**src/rtl/exec_mem_pkg.sv**
```systemverilog
// Shared widths, ALU opcode encoding and flag bit positions for the execute/memory slice.
package exec_mem_pkg;

    localparam int DATA_W = 8;
    localparam int ADDR_W = 8;

    typedef enum logic [1:0] {
        ALU_ADD = 2'b00,
        ALU_SUB = 2'b01,
        ALU_AND = 2'b10,
        ALU_OR  = 2'b11
    } alu_op_e;

    // Positions within the 4-bit {N,Z,C,V} flag vector
    localparam int FLAG_N = 3;
    localparam int FLAG_Z = 2;
    localparam int FLAG_C = 1;
    localparam int FLAG_V = 0;

endpackage

```
**src/rtl/exec_mem_if.sv**
```systemverilog
// Bundle between the decode/register-file side (master) and the execute/memory stage (slave).
interface exec_mem_if;
    import exec_mem_pkg::*;

    logic [ADDR_W-1:0] pc_next;
    logic [ADDR_W-1:0] pc;
    logic [DATA_W-1:0] src_a;
    logic [DATA_W-1:0] src_b;
    alu_op_e           alu_ctrl;
    logic [DATA_W-1:0] alu_result;
    logic [3:0]        alu_flags;
    logic              mem_write;
    logic [DATA_W-1:0] mem_rdata;

    modport master (
        output pc_next, src_a, src_b, alu_ctrl, mem_write,
        input  pc, alu_result, alu_flags, mem_rdata
    );

    modport slave (
        input  pc_next, src_a, src_b, alu_ctrl, mem_write,
        output pc, alu_result, alu_flags, mem_rdata
    );

endinterface

```
**src/rtl/alu_core.sv**
```systemverilog
// Combinational 2-bit-opcode ALU with {N,Z,C,V} flags; zero latency, no flow control.
module alu_core
    import exec_mem_pkg::*;
(
    input  logic [DATA_W-1:0] a_i,
    input  logic [DATA_W-1:0] b_i,
    input  alu_op_e           op_i,
    output logic [DATA_W-1:0] result_o,
    output logic [3:0]        flags_o
);

    localparam int MSB = DATA_W - 1;

    logic [DATA_W:0]   sum_ext;
    logic [DATA_W-1:0] res;
    logic              carry;
    logic              ovf;

    always_comb begin
        sum_ext = '0;
        res     = '0;
        carry   = 1'b0;
        ovf     = 1'b0;
        unique case (op_i)
            ALU_ADD: begin
                sum_ext = {1'b0, a_i} + {1'b0, b_i};
                res     = sum_ext[MSB:0];
                carry   = sum_ext[DATA_W];
                ovf     = (a_i[MSB] == b_i[MSB]) && (res[MSB] != a_i[MSB]);
            end
            ALU_SUB: begin
                // Two's-complement subtract: carry out set means no borrow (A >= B)
                sum_ext = {1'b0, a_i} + {1'b0, ~b_i} + {{DATA_W{1'b0}}, 1'b1};
                res     = sum_ext[MSB:0];
                carry   = sum_ext[DATA_W];
                ovf     = (a_i[MSB] != b_i[MSB]) && (res[MSB] != a_i[MSB]);
            end
            ALU_AND: res = a_i & b_i;
            ALU_OR:  res = a_i | b_i;
        endcase
    end

    always_comb begin
        flags_o         = '0;
        flags_o[FLAG_N] = res[MSB];
        flags_o[FLAG_Z] = (res == '0);
        flags_o[FLAG_C] = carry;
        flags_o[FLAG_V] = ovf;
    end

    assign result_o = res;

endmodule

```
**src/rtl/exec_mem_stage.sv**
```systemverilog
// Execute/memory slice: PC register, ALU, and 256-entry data memory with async read.
// PC and memory write take effect at the clock edge; sync reset clears both and drops any write.
module exec_mem_stage
    import exec_mem_pkg::*;
(
    input  logic       clk,
    input  logic       rst,
    exec_mem_if.slave  bus
);

    localparam int DEPTH = 2 ** ADDR_W;

    logic [ADDR_W-1:0] pc_d;
    logic [ADDR_W-1:0] pc_q;
    logic [DATA_W-1:0] alu_res;
    logic [3:0]        alu_flags;
    logic [DATA_W-1:0] mem_q [DEPTH];

    always_comb begin
        pc_d = bus.pc_next;
    end

    always_ff @(posedge clk) begin
        if (rst) begin
            pc_q <= '0;
        end else begin
            pc_q <= pc_d;
        end
    end

    alu_core u_alu (
        .a_i      (bus.src_a),
        .b_i      (bus.src_b),
        .op_i     (bus.alu_ctrl),
        .result_o (alu_res),
        .flags_o  (alu_flags)
    );

    // Reset wins over a coincident write so a reset edge always leaves memory all-zero
    always_ff @(posedge clk) begin
        if (rst) begin
            for (int i = 0; i < DEPTH; i++) begin
                mem_q[i] <= '0;
            end
        end else if (bus.mem_write) begin
            mem_q[alu_res] <= bus.src_b;
        end
    end

    assign bus.pc         = pc_q;
    assign bus.alu_result = alu_res;
    assign bus.alu_flags  = alu_flags;
    assign bus.mem_rdata  = mem_q[alu_res];

endmodule

```
**src/flat_wrapper.sv**
```systemverilog
// flat-port wrapper written by rule: the top's interface ports become plain ports
module exec_mem_stage_flat import exec_mem_pkg::*;
  (clk, rst, bus_pc_next, bus_src_a, bus_src_b, bus_alu_ctrl, bus_mem_write, bus_pc, bus_alu_result, bus_alu_flags, bus_mem_rdata);
  exec_mem_if bus_i ();
  input  logic clk;
  input  logic rst;
  input wire logic [$bits(bus_i.pc_next)-1:0] bus_pc_next;
  input wire logic [$bits(bus_i.src_a)-1:0] bus_src_a;
  input wire logic [$bits(bus_i.src_b)-1:0] bus_src_b;
  input wire logic [$bits(bus_i.alu_ctrl)-1:0] bus_alu_ctrl;
  input wire logic [$bits(bus_i.mem_write)-1:0] bus_mem_write;
  output wire logic [$bits(bus_i.pc)-1:0] bus_pc;
  output wire logic [$bits(bus_i.alu_result)-1:0] bus_alu_result;
  output wire logic [$bits(bus_i.alu_flags)-1:0] bus_alu_flags;
  output wire logic [$bits(bus_i.mem_rdata)-1:0] bus_mem_rdata;
  assign bus_i.pc_next = bus_pc_next;
  assign bus_i.src_a = bus_src_a;
  assign bus_i.src_b = bus_src_b;
  assign bus_i.alu_ctrl = bus_alu_ctrl;
  assign bus_i.mem_write = bus_mem_write;
  assign bus_pc = bus_i.pc;
  assign bus_alu_result = bus_i.alu_result;
  assign bus_alu_flags = bus_i.alu_flags;
  assign bus_mem_rdata = bus_i.mem_rdata;
  exec_mem_stage u_core (.clk(clk), .rst(rst), .bus(bus_i));
endmodule
```
**config.mk**
```make
export PLATFORM = sky130hd
export DESIGN_NAME = exec_mem_stage_flat
export DESIGN_NICKNAME = d
export VERILOG_FILES = /design/src/rtl/exec_mem_pkg.sv /design/src/rtl/exec_mem_if.sv /design/src/rtl/alu_core.sv /design/src/rtl/exec_mem_stage.sv /design/src/flat_wrapper.sv
export SDC_FILE = /design/constraint.sdc
export NUM_CORES = 2
export LEC_CHECK = 0
export ABC_AREA = 1
export BUFFER_PORTS_ARGS = -buffer_cell sky130_fd_sc_hd__buf_2
export CAP_MARGIN = 0
export CELL_PAD_IN_SITES_DETAIL_PLACEMENT = 0
export CELL_PAD_IN_SITES_GLOBAL_PLACEMENT = 1
export CORE_MARGIN = 2
export CORE_UTILIZATION = 42
export DETAILED_ROUTE_END_ITERATION = 10
export GPL_TIMING_DRIVEN = 1
export PLACE_DENSITY = 0.66
export SYNTH_ARGS = -nofsm -noshare
export SYNTH_HDL_FRONTEND = slang
export SYNTH_SLANG_ARGS = --single-unit
```
**constraint.sdc**
```tcl
create_clock -name clk -period 9.6 [get_ports clk]
set_input_delay 0 -clock clk [delete_from_list [all_inputs] [get_ports clk]]
set_output_delay 0 -clock clk [all_outputs]
set_load 0.05 [all_outputs]
```
==> key figures <==
Logic synthesis
  – Avg Synthesized Cell Area: 8.53 µm²
  – FFs w/ async S/R, synth: 0
  – Top FF cell, synth: edfxtp_1
  – Yosys cell types: 35
  – Synth top area share: 0.613
  – Mapped Nets: 11800
  – Post-synth EDFFs: 2048
  – Synth cell count leaders: nand2_1 (5958), nor2_1 (2157), edfxtp_1 (2048)
  – Cell area after synthesis: 100000 µm²
  – Ranking of synthesized cells by area: edfxtp_1 (61%), nand2_1 (22%), nor2_1 (8.1%)
  – Flops & latches, synth: 2056
  – Top-count cell post-synth: nand2_1
  – Synth area leader: edfxtp_1
  – Number of warnings issued by yosys: 0
  – Cells after Synth: 11800
  – Sequential area share after synthesis: 0.615

Global route
  – Largest net degree at the start of global routing: 217
  – Grt ovf: 0
  – Antenna violations before repair: 19
  – First-pass GRT wire length: 500 mm
  – GRT Util Overall: 0.273
  – Vias in the first global route: 77000

Routing
  – Final wirelength: 336 mm
  – Drt via density: 5.34
  – # DRC: 0
  – Routed WL per cell: 22.9 µm
  – Total vias in the final route: 78600
  – Routed Antenna Nets: 0
  – Pre-antenna DRT Iters: 6
  – Initial DRC count: 7466

Outcome
  – Status: completed

Worst setup path
  – CP Capture Type: primary output
  – CP peak stage delay: 0.89 ns
  – Worst path arrival time: 6.85 ns
  – CP startpoint kind: primary input
  – Worst path slowest cell: buf_4
  – Setup CP Type: primary input to primary output
  – Most used cell, CP: nand2_1
  – Required @ worst endpoint: 9.60 ns
  – CP Max Fanout: 110
  – Cell Chain, Critical Path: dlygate4sd3_1 -> buf_2 -> inv_8 -> ha_1 -> nand2_4 -> nand3_4 -> inv_8 -> buf_4 -> nand2_1 -> nand2_1 -> nand2_1 -> nand2_1 -> nand2_1 -> nand2_1 -> nand2_1 -> nand2_1 -> nand2_1 -> nand2_1 -> nor2_1 -> nor2_1 -> nor2_1 -> nand2_1 -> buf_2

Power and ir drop
  – IR drop worst, VDD: 0.161 mV
  – P per Cell Area: 206 nW/µm²
  – Static leakage: 47.9 nW

Clock tree
  – Root buf cell: clkbuf_16
  – CTS sink cnt: 2056
  – CTS HTree Levels: 4
  – CTS tree: built
  – Cts repair resizes: 0
  – CTS Buf Count: 225
  – Hold Buf Count CTS: 33
  – Post-CTS setup repair buffer count: 0
  – Clk buf depth: 3
  – Clock slew at reported path FFs: 0.06 ns

Worst hold path
  – Worst Hold Depth: 7
  – Hold Crit Class: primary input to flop

Cells and area
  – Area delta synth->final: 9.64%
  – Fillers: 23400
  – Nets@finish: 11400
  – Final design utilization: 0.463
  – Share of cells above drive strength 1: 0.0532
  – Layout Cells excl Fill: 14700

Timing
  – Worst slew pin tran: 1.35 ns
  – Final setup TNS: 0 ns
  – RSZ-0062 raised after global routing: no
  – Final-report max-slew violation count: 0
  – Fin crit period: 6.85 ns
  – Tcrit/Tclk final: 0.713
  – Fin. Hold Viols: 0
  – Fmax: 146 MHz
  – Relative slew slack: 0.0977
  – Final setup fails: 0

Placed design
  – Port Buffers: 56
  – Placed cell count: 14300
  – Dpl hpwl: 196 mm
  – Final Wtd Congestion: 0.827

Floorplanning
  – Core region area: 238000 µm²
  – DIE AREA: 243000 µm²
  – Die span in y: 493 µm
  – Io pins: 57
  – Placement row count: 179
  – Die W: 493 µm
  – Starting Density: 0.422

Run
  – Maximum Capacitance Violations: 0
[flip-flops by register name (all words and copies together), names as in the netlist]
register,count
u_core.bus.pc,8
u_core.mem_q,2048
[where the power goes]
part / internal, W / switching [W]
Combinational: 0.000813 / 0.00281
Sequential: 0.0103 / 0.000129
Clock: 0.00486 / 0.00371
Total: 0.0160 / 0.00664
[per-stage QoR]
step                      power (W)  hold WS (ns)  worst slack (ns)  instance area [µm²]
after floorplan              0.0129         0.107              6.22               100000
after global placement       0.0142         0.198              3.40               102000
after detailed placement     0.0142         0.207              3.41               102000
after CTS                    0.0227         0.237              2.85               110000
after global routing         0.0235         0.315              2.44               110000
final                        0.0226         0.316              2.75               110000
[final timing paths]
check                    startpoint                   end  slack (ns)
worst max-delay path   bus_src_b[0]      bus_mem_rdata[0]        2.75
worst min-delay path  bus_mem_write  u_core.mem_q[152][7]        0.32
[worst max-delay path: cells and delay by family]
| kind | cells | cell delay (ns) |
|---|---|---|
| fa+ha+maj | 1 | 0.39 |
| buf+inv | 6 | 3.31 |
| simple gates | 16 | 2.67 |
[logic make-up (layout without fill, tap and decap cells)]
group | Yosys count | in the layout | share of synthesized area
simple gates | 8743 | 8743 | 0.343
xor+xnor | 2 | 2 | 0.000175
other cells | 0 | 5 | 0
fa+ha+maj | 26 | 26 | 0.00339
flops | 2056 | 2056 | 0.615
compound gates | 29 | 29 | 0.00172
buf+inv | 904 | 683 | 0.0365
[final cells by class]
class | instances | area, µm² | share of cell area
antenna | 5 | 12.5 | 0.000114
clock buffer | 284 | 6010 | 0.0546
clock inverter | 129 | 1120 | 0.0102
inverter | 61 | 324 | 0.00295
multi-input combinational | 8800 | 35100 | 0.319
sequential | 2056 | 61700 | 0.561
tap | 3167 | 3960 | 0.0360
timing repair buffer | 209 | 1730 | 0.0157
[metal layers]
layer	track usage	vias up	routed length, µm
met3	0.0312	396	21000
met5	0	-	0
li1	-	37100	-
met2	0.449	2514	159000
met4	0.0646	0	7340
met1	0.387	38500	149000
[layout by cell type, fill, tap and decap left out, drive strengths merged, types with 5 or more instances in the layout]
cell / count
edfxtp: 2048
dlygate4sd3: 33
ha: 24
o21ai: 9
nand3: 27
nand4: 514
buf: 176
dfxtp: 8
clkinv: 102
a21oi: 12
nor2: 2187
bufinv: 17
clkbuf: 284
nand2: 6008
inv: 66
clkinvlp: 5
diode: 5
(Power assumes the default switching activity.)
